--- src/rtl/hack_cpu_pkg.sv ---
// Shared definitions for the Hack CPU: word/address widths, instruction field positions, decode helper.
// Latency: n/a (types, constants and a purely combinational function).
// Backpressure: n/a.
// Contents: WORD_W/ADDR_W, IDX_* bit positions, alu_ctrl_t, dec_t, decode().
package hack_cpu_pkg;

    localparam int WORD_W   = 16;
    localparam int ADDR_W   = 15;

    // Instruction field positions
    localparam int IDX_TYPE = 15;
    localparam int IDX_A    = 12;
    localparam int CTRL_HI  = 11;
    localparam int CTRL_LO  = 6;
    localparam int DEST_A   = 5;
    localparam int DEST_D   = 4;
    localparam int DEST_M   = 3;
    localparam int JMP_LT   = 2;
    localparam int JMP_EQ   = 1;
    localparam int JMP_GT   = 0;

    // Six ALU control bits, in instruction order [11:6]
    typedef struct packed {
        logic zx;
        logic nx;
        logic zy;
        logic ny;
        logic f;
        logic no;
    } alu_ctrl_t;

    typedef struct packed {
        logic      is_c;
        logic      a;
        alu_ctrl_t ctrl;
        logic      d_a;
        logic      d_d;
        logic      d_m;
        logic      j_lt;
        logic      j_eq;
        logic      j_gt;
    } dec_t;

    // Field extraction only; bits [14:13] carry no meaning and are dropped.
    // Destination and jump bits are gated with the C flag so an A-instruction
    // whose value happens to have those bits set never writes or jumps.
    function automatic dec_t decode(input logic [WORD_W-1:0] instr);
        dec_t d;
        d.is_c = instr[IDX_TYPE];
        d.a    = instr[IDX_A];
        d.ctrl = alu_ctrl_t'(instr[CTRL_HI:CTRL_LO]);
        d.d_a  = instr[IDX_TYPE] & instr[DEST_A];
        d.d_d  = instr[IDX_TYPE] & instr[DEST_D];
        d.d_m  = instr[IDX_TYPE] & instr[DEST_M];
        d.j_lt = instr[IDX_TYPE] & instr[JMP_LT];
        d.j_eq = instr[IDX_TYPE] & instr[JMP_EQ];
        d.j_gt = instr[IDX_TYPE] & instr[JMP_GT];
        return d;
    endfunction

endpackage

--- src/rtl/hack_alu.sv ---
// Hack ALU: computes f(x, y) under the six control bits and flags zero/negative results.
// Latency: combinational, zero cycles.
// Backpressure: none; output follows inputs continuously.
// Ports: x, y (operands), zx/nx/zy/ny/f/no (control), out (result), zr (out==0), ng (out<0).
module hack_alu
    import hack_cpu_pkg::*;
(
    input  logic [WORD_W-1:0] x,
    input  logic [WORD_W-1:0] y,
    input  logic              zx,
    input  logic              nx,
    input  logic              zy,
    input  logic              ny,
    input  logic              f,
    input  logic              no,
    output logic [WORD_W-1:0] out,
    output logic              zr,
    output logic              ng
);

    logic [WORD_W-1:0] x_z, x_n, y_z, y_n, res;

    always_comb begin
        x_z = zx ? '0 : x;
        x_n = nx ? ~x_z : x_z;
        y_z = zy ? '0 : y;
        y_n = ny ? ~y_z : y_z;
        // Sum is mod 2^16; carry out is simply dropped.
        res = f ? (x_n + y_n) : (x_n & y_n);
        out = no ? ~res : res;
        zr  = (out == '0);
        ng  = out[WORD_W-1];
    end

endmodule

--- src/rtl/hack_pc.sv ---
// Program counter register with priority reset > load > increment.
// Latency: one cycle; q reflects the decision taken at the previous rising edge.
// Backpressure: none; updates every clock.
// Ports: clk, reset (sync, active-high), load/din (jump target), inc (advance), q (current pc).
module hack_pc
    import hack_cpu_pkg::*;
#(
    parameter logic [ADDR_W-1:0] RESET_PC = '0
) (
    input  logic              clk,
    input  logic              reset,
    input  logic              load,
    input  logic [ADDR_W-1:0] din,
    input  logic              inc,
    output logic [ADDR_W-1:0] q
);

    always_ff @(posedge clk) begin
        if (reset) begin
            q <= RESET_PC;
        end else if (load) begin
            q <= din;
        end else if (inc) begin
            // 15-bit add wraps 7FFF -> 0000 naturally.
            q <= q + 1'b1;
        end
    end

endmodule

--- src/rtl/hack_cpu.sv ---
// Single-cycle Hack CPU core: decode, A/D registers, jump logic, ALU and PC.
// Latency: outM/writeM/addressM combinational from instruction; A/D/pc update at the next rising edge.
// Backpressure: none; exactly one instruction retires per clock, no stalls.
// Ports: clk, reset (sync, active-high), instruction (ROM[pc]), inM (RAM[addressM]),
//        outM (ALU result), writeM (RAM write enable), addressM (A[14:0]), pc (next fetch address).
module hack_cpu
    import hack_cpu_pkg::*;
#(
    parameter logic [ADDR_W-1:0] RESET_PC = 15'h0000
) (
    input  logic              clk,
    input  logic              reset,
    input  logic [WORD_W-1:0] instruction,
    input  logic [WORD_W-1:0] inM,
    output logic [WORD_W-1:0] outM,
    output logic              writeM,
    output logic [ADDR_W-1:0] addressM,
    output logic [ADDR_W-1:0] pc
);

    dec_t              dec;
    logic [WORD_W-1:0] a_reg;
    logic [WORD_W-1:0] d_reg;
    logic [WORD_W-1:0] alu_y;
    logic [WORD_W-1:0] alu_out;
    logic              alu_zr;
    logic              alu_ng;
    logic              take;
    logic              unused_bits;

    assign dec         = decode(instruction);
    assign unused_bits = ^instruction[14:13];

    // y, addressM and the jump target all see the A value from before the edge.
    assign alu_y = dec.a ? inM : a_reg;

    hack_alu u_alu (
        .x   (d_reg),
        .y   (alu_y),
        .zx  (dec.ctrl.zx),
        .nx  (dec.ctrl.nx),
        .zy  (dec.ctrl.zy),
        .ny  (dec.ctrl.ny),
        .f   (dec.ctrl.f),
        .no  (dec.ctrl.no),
        .out (alu_out),
        .zr  (alu_zr),
        .ng  (alu_ng)
    );

    assign outM     = alu_out;
    assign addressM = a_reg[ADDR_W-1:0];
    // Reset masks the RAM write in the very cycle it is raised, not just after the edge.
    assign writeM   = dec.d_m & ~reset;

    // Jump bits are already gated by is_c in decode.
    assign take = (dec.j_lt & alu_ng)
                | (dec.j_eq & alu_zr)
                | (dec.j_gt & ~alu_ng & ~alu_zr);

    always_ff @(posedge clk) begin
        if (reset) begin
            a_reg <= '0;
            d_reg <= '0;
        end else begin
            if (!dec.is_c) begin
                a_reg <= instruction;
            end else if (dec.d_a) begin
                a_reg <= alu_out;
            end
            if (dec.d_d) begin
                d_reg <= alu_out;
            end
        end
    end

    hack_pc #(
        .RESET_PC (RESET_PC)
    ) u_pc (
        .clk   (clk),
        .reset (reset),
        .load  (take),
        .din   (a_reg[ADDR_W-1:0]),
        .inc   (1'b1),
        .q     (pc)
    );

endmodule
--- config.mk ---
export PLATFORM = sky130hd
export DESIGN_NAME = hack_cpu
export DESIGN_NICKNAME = d
export VERILOG_FILES = /design/src/rtl/hack_cpu_pkg.sv /design/src/rtl/hack_alu.sv /design/src/rtl/hack_pc.sv /design/src/rtl/hack_cpu.sv
export SDC_FILE = /design/constraint.sdc
export NUM_CORES = 1
export LEC_CHECK = 0
export CAP_MARGIN = 20
export CORE_UTILIZATION = 50
export DETAILED_ROUTE_END_ITERATION = 10
export PLACE_DENSITY = 0.77
export REMOVE_ABC_BUFFERS = 1
export SYNTH_ARGS = -nofsm -noshare
export SYNTH_HDL_FRONTEND = slang
export SYNTH_SLANG_ARGS = --single-unit
--- constraint.sdc ---
create_clock -name clk -period 6.54 [get_ports clk]
set_input_delay 0.981 -clock clk [delete_from_list [all_inputs] [get_ports clk]]
set_output_delay 0.981 -clock clk [all_outputs]
set_load 0.01 [all_outputs]
; Yosys cells after proc, flatten, opt, wreduce, memory -nomap -nowiden
; Index checks and enable logic that the tools add are counted.
[word_totals]
regBits = 47
in_bits = 34
output_inout_bits = 47
wordCells = 40
[op_classes]
n_addsub = 2
eq_ne = 1
muxes = 10
n_bitwise = 21
reduce_logical = 2
[ops]
columns = cell, count
row1 = 16-bit 2-to-1 mux, 7
row2 = 16-bit NOT, 3
row3 = 15-bit 2-to-1 mux, 3
row4 = 16-bit adder, 1
row5 = 16-bit AND, 1
row6 = 16-bit logical NOT, 1
row7 = "15-bit by 1-bit adder with 15-bit output, second input constant", 1
row8 = 1-bit AND, 11
row9 = 1-bit NOT, 4
row10 = "2-bit by 1-bit != test with 1-bit output, second input constant", 1
row11 = 1-bit bitwise OR, 2
row12 = 2-bit OR reduction, 1

; Longest topological paths before layout
; Gate-level depths: netlist (run 1).
[depth]
ltp_word = 13
ltp_mapped = 18

; Hierarchy
; Synthesis (run 1) repeated with hierarchy kept, for this count alone.
[hier_totals]
hier_cells = 556
area_unflattened_um2 = 4395.5
[modules_own_cells]
columns = module, n_inst, cells_per_inst, area_per_inst_um2
row1 = hack_alu, 1, 271, 1930.6
row2 = hack_cpu, 1, 181, 1601.5
row3 = hack_pc, 1, 104, 863.3

; Worst setup path before layout (run 1)
; No wires, ideal clock.
[synth_path]
path_kind = input port to output port
startpoint = in instruction[12]
endpoint = out outM[15]
arrival_time_ps = 4143
required_ps = 5559
slack_ps = 1416
cell_stages = 13
path_buffers = 4
cell_sequence = clkbuf_1 clkbuf_1 mux2i_1 nor2_1 xor2_1 ha_1 clkbuf_1 nand4_1 or4_4 nand4_1 nor3b_2 xnor2_1 buf_4
[synth_between]
elab_chain_cells = 8
[synth_lines]
columns = element, line
row1 = start: declaration, hack_cpu.sv:13  ; input logic [WORD_W-1:0] instruction,
row2 = 16-bit 2-to-1 mux (*), hack_cpu.sv:35  ; assign alu_y = dec.a ? inM : a_reg;
row3 = 16-bit 2-to-1 mux (*), hack_alu.sv:26  ; y_z = zy ? '0 : y;
row4 = 16-bit NOT, hack_alu.sv:27  ; y_n = ny ? ~y_z : y_z;
row5 = 16-bit 2-to-1 mux (*), hack_alu.sv:27
row6 = 16-bit adder or 16-bit AND (tied branches), hack_alu.sv:29  ; res = f ? (x_n + y_n) : (x_n & y_n);
row7 = 16-bit 2-to-1 mux (*), hack_alu.sv:29
row8 = 16-bit NOT, hack_alu.sv:30  ; out = no ? ~res : res;
row9 = 16-bit 2-to-1 mux (*), hack_alu.sv:30
row10 = end: declaration, hack_cpu.sv:15  ; output logic [WORD_W-1:0] outM,
; Every way passes the cells marked *; elsewhere a longest branch is shown, timed or not.

; Worst setup path after layout (run 1)
[layout_path]
startpoint = in instruction[12]
endpoint = out outM[14]
; The elaborated chain is that of the path after synthesis.

==> flow_summary_export.csv, run 1 <==
group,metric,value,unit
cells_and_area,diodes,0,
clocking,cts_resized,0,
synthesis,synthCells,539,
cells_and_area,nets,632,
die,num_rows,33,
grt,grt_pass1_vias,3708,
sta,finalSetupTns,0,ns
cells_and_area,mostFrequentLayoutCells,"79 x clkdlybuf4s50_1, 50 x nor2_1, 48 x nand2_1, 47 x dfxtp_1, 35 x a21oi_1",
cells_and_area,seqCellArea,941,µm²
sta,rsz0062_at_grt,"false",
setup_path,critPathMaxFanout,7,
hold_path,hold_path.class,"flop to flop",
sta,finalCritPeriodShare,94.1,%
grt,antenna_found_initial,0,
cells_and_area,final_common_cell,"clkdlybuf4s50_1",
clocking,clk_pin_slew,0.09,ns
clocking,cts.path.max_buffers,2,
synthesis,synth_warnings,0,
grt,grt_pass1_wl,18.6,mm
die,core_area,8220,µm²
sta,report.final.hold_viol_count,0,
cells_and_area,drive_gt1_share,8.26,%
cells_and_area,fillers,731,
die,initial_core_util,51.9,%
synthesis,synth-main-ff-cell,"dfxtp_1",
cells_and_area,final_area,5060,µm²
synthesis,syn_avg_cell_area,7.91,µm²
placement,dp_hpwl,8.63,mm
sta,fmax,0.162,GHz
synthesis,syn_area,4260,µm²
routing,drt-total-wl,11.5,mm
sta,fin_skew,0.00895,ns
clocking,post_cts_buffers,0,
die,die_h,94.4,µm
routing,drc,0,
setup_path,critPathLaunchType,"primary input",
power_and_ir_drop,power,1130,µW
clocking,clk-insertion-delay-late,0.31,ns
routing,first_pass_iters,5,
synthesis,synth-seq-area-share,22.1,%
placement,gp_congestion,0.947,
clocking,ctsRootBufferMaster,"clkbuf_8",
routing,ant_nets,0,
sta,slew_headroom,31.2,%
routing,viasPerCell,5.79,
power_and_ir_drop,power.density,224,nW/µm²
synthesis,synth_edf_count,0,
sta,setup_viol,0,
grt,grt.total_usage,26.5,%
power_and_ir_drop,irDropWorstVdd,98.4,µV
placement,port_buffers,80,
clocking,cts_tree,"done",
routing,dr.first_iter.drc_count,201,
setup_path,cp.required,5.56,ns
run,cap_violations,0,
clocking,hold_buffers,0,
die,dieArea,8900,µm²
grt,grt_overflow,0,
placement,place_area,4970,µm²
die,top_level_ports,81,
setup_path,critical_path_arrival,5.18,ns
setup_path,worstSetupPathType,"primary input to output pin",
sta,drv_slew,0,
grt,grt_max_degree,49,
sta,worst_pin_slew,1.03,ns
routing,wl_per_cell,16.8,µm
power_and_ir_drop,p_leak,0.00194,µW
routing,vias,3972,
die,die_w,94.4,µm
setup_path,critPathCaptureType,"output pin",
clocking,clock-sinks,47,
synthesis,ys_types,65,
sta,period_needed,6.16,ns
synthesis,synth_seq_cells,47,
cells_and_area,multiInputGateArea,2990,µm²
cells_and_area,area_growth,18.8,%
clocking,cts_buffers,5,
clocking,htreeDepth,2,
synthesis,synth_async_sr_flop_share,0,%
status,status,"finished clean",
## area by class of cell
type	instances	share of cell area, %
clock buffers	6	1.63
clock inverters	2	0.321
inverters	12	0.889
multi-input cells	426	59.1
flip-flops and latches	47	18.6
well taps	105	2.59
repair buffers	88	16.9
## report_power, final
group	total [µW]	leakage (µW)	internal (µW)	switching [µW]
logic	590	0.00151	269	321
clock network	198	0.0000474	86.7	111
registers	347	0.000388	318	29.5
## routing by layer
| layer | GRT usage [%] | part of all wire (%) | up-vias |
|---|---|---|---|
| met3 | 2.42 | 3.9 | 16 |
| li1 | - | - | 1979 |
| met5 | 0 | 0 | - |
| met2 | 44.1 | 47 | 116 |
| met4 | 7.95 | 2.1 | 0 |
| met1 | 36.1 | 47 | 1861 |
## metrics by stage
stage	setup WS, ns	utilization, %	hold WS, ns	instances
final	0.383	61.6	0.463	686
after global routing	0.0554	61.6	0.489	686
after CTS	0.439	61.6	0.462	686
after detailed placement	0.359	60.4	0.449	678
after global placement	0.448	60.4	0.443	678
after floorplan	2.12	-	0.431	485
## cell usage after synthesis (all sizes together), types with 17 or more instances
cell,count,area (µm²)
clkbuf,25,93.8
buf,29,191
ha,17,213
nor3,22,155
xnor2,31,272
a211oi,32,290
dfxtp,47,941
a21oi,36,184
nand2,49,186
nand2b,19,119
nor2,50,188
mux2i,32,324
xor2,30,263
## critical path: stages
cell,delay (ns)
clkdlybuf4s50_1,0.72
mux2i_1,0.25
nor2_1,0.07
xor2_1,0.17
ha_1,0.25
inv_1,0.07
fa_1,0.38
nor2b_1,0.25
o31a_1,0.25
o21a_1,0.29
nor4_1,0.09
nor3_1,0.51
xnor2_1,0.27
clkdlybuf4s50_1,0.62
## path summary, 6_finish.rpt
kind	endpoint	slack, ns	cells after the start	from
max	outM[14]	0.38	14	instruction[12]
min	d_reg[3]$_SDFFE_PP0P_	0.46	2	d_reg[3]$_SDFFE_PP0P_
min reg2reg	d_reg[3]$_SDFFE_PP0P_	0.46	2	d_reg[3]$_SDFFE_PP0P_
max reg2reg	u_pc.q[0]$_SDFF_PP0_	1.69	16	a_reg[0]$_SDFFE_PP0P_
## cells by family (layout without fill, tap and decap cells)
logic type / after synthesis / in the layout / synth area share [%]
buf+inv: 66 / 108 / 7.75
mux: 34 / 34 / 8.22
simple gates: 196 / 196 / 24.0
xor+xnor: 61 / 61 / 12.5
compound gates: 117 / 117 / 20.0
fa+ha+maj: 18 / 18 / 5.46
flops: 47 / 47 / 22.1
Power figures use the tool's default switching activity.
==> run 2, diff against run 1 <==
--- a/config.mk
+++ b/config.mk
@@ -6,9 +6,11 @@
 export NUM_CORES = 1
 export LEC_CHECK = 0
 export CAP_MARGIN = 20
-export CORE_UTILIZATION = 50
+export CELL_PAD_IN_SITES_DETAIL_PLACEMENT = 1
+export CELL_PAD_IN_SITES_GLOBAL_PLACEMENT = 2
+export CORE_UTILIZATION = 31
 export DETAILED_ROUTE_END_ITERATION = 10
-export PLACE_DENSITY = 0.77
+export PLACE_DENSITY_LB_ADDON = 0.1
 export REMOVE_ABC_BUFFERS = 1
 export SYNTH_ARGS = -nofsm -noshare
 export SYNTH_HDL_FRONTEND = slang
==> flow_summary_export.csv, run 2 (synthesis gave the netlist of run 1 again) <==
group,metric,value,unit
sta,report.final.hold_viol_count,0,
die,top_level_ports,81,
clocking,cts_resized,0,
clocking,ctsRootBufferMaster,"clkbuf_16",
die,dieArea,14200,µm²
placement,dp_hpwl,10.7,mm
clocking,cts_tree,"done",
status,status,"finished clean",
power_and_ir_drop,p_leak,0.00202,µW
setup_path,reg2reg_from,"a_reg[0]$_SDFFE_PP0P_",
setup_path,critPathCaptureType,"output pin",
clocking,hold_buffers,0,
setup_path,r2r-end,"u_pc.q[0]$_SDFF_PP0_",
die,core_area,13300,µm²
placement,dp.cells,754,
clocking,post_cts_buffers,0,
placement,port_buffers,80,
sta,slew_headroom,41.2,%
grt,grt.total_usage,19.9,%
sta,drv_slew,0,
cells_and_area,stdcell_count,763,
sta,fin_skew,0.00359,ns
clocking,clock-sinks,47,
routing,ant_nets,0,
clocking,htreeDepth,2,
grt,grt_pass1_vias,4143,
grt,antenna_found_initial,0,
sta,finalCritPeriodShare,93.5,%
sta,fmax,0.164,GHz
routing,wl_per_cell,18.4,µm
clocking,clk_pin_slew,0.07,ns
hold_path,hold_path.class,"flop to flop",
setup_path,critPathLaunchType,"primary input",
run,cap_violations,0,
cells_and_area,nets,638,
cells_and_area,seqCellArea,941,µm²
cells_and_area,fillers,1616,
hold_path,min_delay_path_depth,2,
grt,grt_max_degree,49,
sta,setup_viol,0,
clocking,clk-insertion-delay-late,0.29,ns
setup_path,worstSetupPathType,"primary input to output pin",
grt,grt_overflow,0,
setup_path,reg2reg_slack,1.85,ns
cells_and_area,area_growth,24.5,%
sta,rsz0062_at_grt,"false",
routing,drc,0,
sta,finalSetupTns,0,ns
cells_and_area,multiInputGateArea,2990,µm²
clocking,cts_buffers,5,
hold_path,min_delay_worst_endpoint,"d_reg[0]$_SDFFE_PP0P_",
setup_path,critical_path_arrival,5.13,ns
grt,grt_pass1_wl,22.3,mm
cells_and_area,mostFrequentLayoutCells,"79 x clkdlybuf4s50_1, 50 x nor2_1, 48 x nand2_1, 47 x dfxtp_1, 35 x a21oi_1",
routing,first_pass_iters,4,
power_and_ir_drop,irDropWorstVdd,92.0,µV
routing,viasPerCell,5.30,
routing,vias,4044,
die,die_w,119,µm
die,die_h,119,µm
setup_path,ff2ff_path_depth,16,
power_and_ir_drop,power.density,245,nW/µm²
sta,worst_pin_slew,0.881,ns
cells_and_area,diodes,0,
routing,dr.first_iter.drc_count,118,
setup_path,critPathMaxFanout,7,
placement,gp_congestion,0.827,
hold_path,hold_start,"d_reg[0]$_SDFFE_PP0P_",
clocking,cts.path.max_buffers,2,
cells_and_area,final_common_cell,"clkdlybuf4s50_1",
die,num_rows,42,
routing,drt-total-wl,14.1,mm
die,initial_core_util,31.9,%
sta,period_needed,6.12,ns
setup_path,cp.required,5.56,ns
cells_and_area,drive_gt1_share,9.03,%
## run 2: power breakdown
group | switching (µW) | leakage, µW | total, µW | internal, µW
sequential | 30.2 | 0.000388 | 348 | 318
clock | 120 | 0.0000911 | 340 | 220
combinational | 334 | 0.00154 | 614 | 280
total | 485 | 0.00202 | 1300 | 818
## run 2: area by class of cell
class	instances	area share, %
clock buffer	6	2.43
clock inverter	2	1.13
inverter	12	0.848
multi-input combinational	426	56.4
sequential	47	17.7
tap	176	4.15
timing repair buffer	94	17.3
## run 2: worst max-delay path, stage by stage
cell	delay, ns
clkdlybuf4s50_1	0.69
mux2i_1	0.23
nor2_1	0.06
xor2_1	0.14
ha_1	0.25
inv_1	0.08
fa_1	0.38
nor2b_1	0.26
o31a_1	0.27
o21a_1	0.30
nor4_1	0.09
nor3_1	0.54
xnor2_1	0.25
clkdlybuf4s50_1	0.60
## run 2: routing by layer
| layer | global-route usage (%) | wire [µm] |
|---|---|---|
| met1 | 25.3 | 6490 |
| met2 | 35.4 | 7020 |
| met3 | 2.73 | 352 |
| met4 | 4.67 | 189 |
| met5 | 0 | 0 |
## run 2: worst max-delay path by stage
| stage | start | end | slack, ns | cells past startpoint |
|---|---|---|---|---|
| after floorplan | instruction[12] | u_pc.q[5]$_SDFF_PP0_ | 2.12 | 16 |
| after global placement | instruction[12] | outM[14] | 0.55 | 14 |
| after detailed placement | instruction[12] | outM[14] | 0.45 | 14 |
| after CTS | instruction[12] | outM[14] | 0.43 | 14 |
| after global routing | instruction[12] | outM[13] | 0.19 | 14 |
| final | instruction[12] | outM[14] | 0.42 | 14 |
## run 2: stage by stage
| stage | util, % | total power [µW] | cell area (µm²) | hold slack (ns) | worst slack [ns] |
|---|---|---|---|---|---|
| global placement | 38.2 | 965 | 5090 | 0.444 | 0.546 |
| global route | 39.8 | 1390 | 5310 | 0.478 | 0.191 |
| detailed placement | 38.2 | 974 | 5090 | 0.452 | 0.452 |
| floorplan | - | 697 | 3980 | 0.431 | 2.12 |
| CTS | 39.6 | 1320 | 5280 | 0.461 | 0.432 |
| finish | 39.8 | 1300 | 5310 | 0.461 | 0.424 |
==> run 3, diff against run 2 <==
--- a/config.mk
+++ b/config.mk
@@ -8,7 +8,7 @@
 export CAP_MARGIN = 20
 export CELL_PAD_IN_SITES_DETAIL_PLACEMENT = 1
 export CELL_PAD_IN_SITES_GLOBAL_PLACEMENT = 2
-export CORE_UTILIZATION = 31
+export CORE_UTILIZATION = 33
 export DETAILED_ROUTE_END_ITERATION = 10
 export PLACE_DENSITY_LB_ADDON = 0.1
 export REMOVE_ABC_BUFFERS = 1
==> constraint.sdc (replaced) <==
create_clock -name clk -period 7.95 [get_ports clk]
set_input_delay 1.1925 -clock clk [delete_from_list [all_inputs] [get_ports clk]]
set_output_delay 1.1925 -clock clk [all_outputs]
set_load 0.01 [all_outputs]
==> flow_summary_export.csv, run 3 (synthesis gave the netlist of run 1 again) <==
group,metric,value,unit
status,status,"finished clean",
grt,grt_pass1_wl,22.4,mm
clocking,clk-insertion-delay-late,0.30,ns
clocking,htreeDepth,2,
die,top_level_ports,81,
clocking,cts.path.max_buffers,2,
die,core_area,12600,µm²
power_and_ir_drop,power,1060,µW
setup_path,cp_common_cell,"clkdlybuf4s50_1",
setup_path,critPathCaptureType,"output pin",
sta,fin_skew,0.00961,ns
setup_path,crit_chain,"clkdlybuf4s50_1 > mux2i_1 > nor2_1 > xor2_1 > ha_1 > inv_1 > fa_1 > nor2b_1 > o31a_1 > o21a_1 > nor4_1 > nor3_1 > xnor2_1 > clkdlybuf4s50_1",
power_and_ir_drop,power.density,203,nW/µm²
clocking,cts_resized,0,
sta,setup_viol,0,
placement,dp.cells,745,
setup_path,critPathLaunchType,"primary input",
sta,period_needed,7.05,ns
routing,first_pass_iters,4,
clocking,post_cts_buffers,0,
placement,dp_hpwl,10.8,mm
grt,grt_pass1_vias,3962,
clocking,cts_tree,"done",
power_and_ir_drop,p_clk_share,26.3,%
routing,viasPerCell,5.26,
power_and_ir_drop,seq_power_share,26.9,%
cells_and_area,mostFrequentLayoutCells,"79 x clkdlybuf4s50_1, 50 x nor2_1, 48 x nand2_1, 47 x dfxtp_1, 35 x a21oi_1",
routing,wl_per_cell,19.1,µm
cells_and_area,area_growth,22.9,%
routing,drc,0,
setup_path,worstSetupPathType,"primary input to output pin",
die,die_w,116,µm
power_and_ir_drop,swShare,37.7,%
clocking,hold_buffers,0,
power_and_ir_drop,p_leak,0.00199,µW
routing,dr.first_iter.drc_count,115,
die,num_rows,41,
hold_path,hold_path.class,"flop to flop",
routing,drt-total-wl,14.4,mm
cells_and_area,multiInputGateArea,2990,µm²
setup_path,critical_path_arrival,5.86,ns
setup_path,slowest_stage,"clkdlybuf4s50_1",
cells_and_area,stdcell_count,753,
setup_path,reg2reg_from,"a_reg[0]$_SDFFE_PP0P_",
sta,slew_headroom,26.1,%
sta,finalSetupTns,0,ns
sta,drv_slew,0,
power_and_ir_drop,irDropWorstVdd,80.0,µV
cells_and_area,diodes,0,
placement,place_area,5050,µm²
cells_and_area,seqCellArea,941,µm²
setup_path,critPathMaxFanout,14,
power_and_ir_drop,p_int,664,µW
routing,ant_nets,0,
clocking,cts_buffers,5,
clocking,ctsRootBufferMaster,"clkbuf_16",
routing,vias,3958,
grt,grt.total_usage,22.0,%
setup_path,crit_start,"instruction[12]",
grt,antenna_found_initial,0,
clocking,clock-sinks,47,
die,die_h,116,µm
placement,gp_congestion,0.875,
cells_and_area,nets,632,
cells_and_area,final_common_cell,"clkdlybuf4s50_1",
cells_and_area,drive_gt1_share,8.09,%
setup_path,cp.required,6.76,ns
placement,port_buffers,80,
power_and_ir_drop,p_comb_share,46.8,%
cells_and_area,fillers,1554,
sta,rsz0062_at_grt,"false",
grt,grt_overflow,0,
sta,report.final.hold_viol_count,0,
clocking,clk_pin_slew,0.07,ns
sta,worst_pin_slew,1.11,ns
sta,fmax,0.142,GHz
sta,finalCritPeriodShare,88.7,%
die,dieArea,13400,µm²
grt,grt_max_degree,49,
cells_and_area,final_util,41.5,%
setup_path,critical_path.max_stage_delay,1.08,ns
hold_path,hold_start,"d_reg[2]$_SDFFE_PP0P_",
cells_and_area,final_area,5240,µm²
die,initial_core_util,33.8,%
power_and_ir_drop,power_switching,401,µW
run,cap_violations,0,
-- run 3: cell count changes in the layout (fill, tap and decap cells not counted), sizes merged --
cell	previous run	this run
buf	15	9
-- run 3: cell type report --
cell class                 instances  share of cell area, %
clock buffer                       6                   2.46
clock inverter                     2                   1.15
inverter                          12                  0.860
multi-input combinational        426                   57.1
tap                              172                   4.11
sequential                        47                   18.0
timing repair buffer              88                   16.3
-- run 3: worst paths after layout --
kind / slack [ns] / to / depth (start not counted)
min reg2reg: 0.46 / d_reg[2]$_SDFFE_PP0P_ / 2
max reg2reg: 2.99 / u_pc.q[3]$_SDFF_PP0_ / 16
max: 0.90 / outM[14] / 14
min: 0.46 / d_reg[2]$_SDFFE_PP0P_ / 2
-- run 3: critical path: cells and delay by family --
family                     cells  cell delay [ns]
buffers and inverters          3             1.75
and+or+nand+nor                4             0.90
adders and majority gates      2             0.66
AOI/OAI and AO/OA              2             0.57
xor gates and xnor gates       2             0.45
muxes                          1             0.32
-- run 3: layer usage --
| metal | up-vias | track usage, % | routed length [µm] |
|---|---|---|---|
| met4 | 0 | 5.47 | 182 |
| met2 | 55 | 36.2 | 6650 |
| li1 | 1972 | - | - |
| met3 | 10 | 2.51 | 456 |
| met1 | 1921 | 30.7 | 7110 |
| met5 | - | 0 | 0 |
-- run 3: power by group through the flow --
| stage | clock [µW] | sequential [µW] | combinational, µW |
|---|---|---|---|
| 2_1_floorplan | 0 | 294 | 279 |
| 3_3_place_gp | 0 | 292 | 492 |
| 3_5_place_dp | 0 | 293 | 499 |
| 4_1_cts | 289 | 287 | 501 |
| 5_1_grt | 297 | 291 | 546 |
| 6_report | 280 | 287 | 498 |
-- run 3: through the flow --
stage | worst slack (ns) | hold WS (ns)
2_1_floorplan | 3.29 | 0.431
3_3_place_gp | 0.883 | 0.442
3_5_place_dp | 0.772 | 0.451
4_1_cts | 0.876 | 0.461
5_1_grt | 0.640 | 0.478
6_report | 0.902 | 0.456
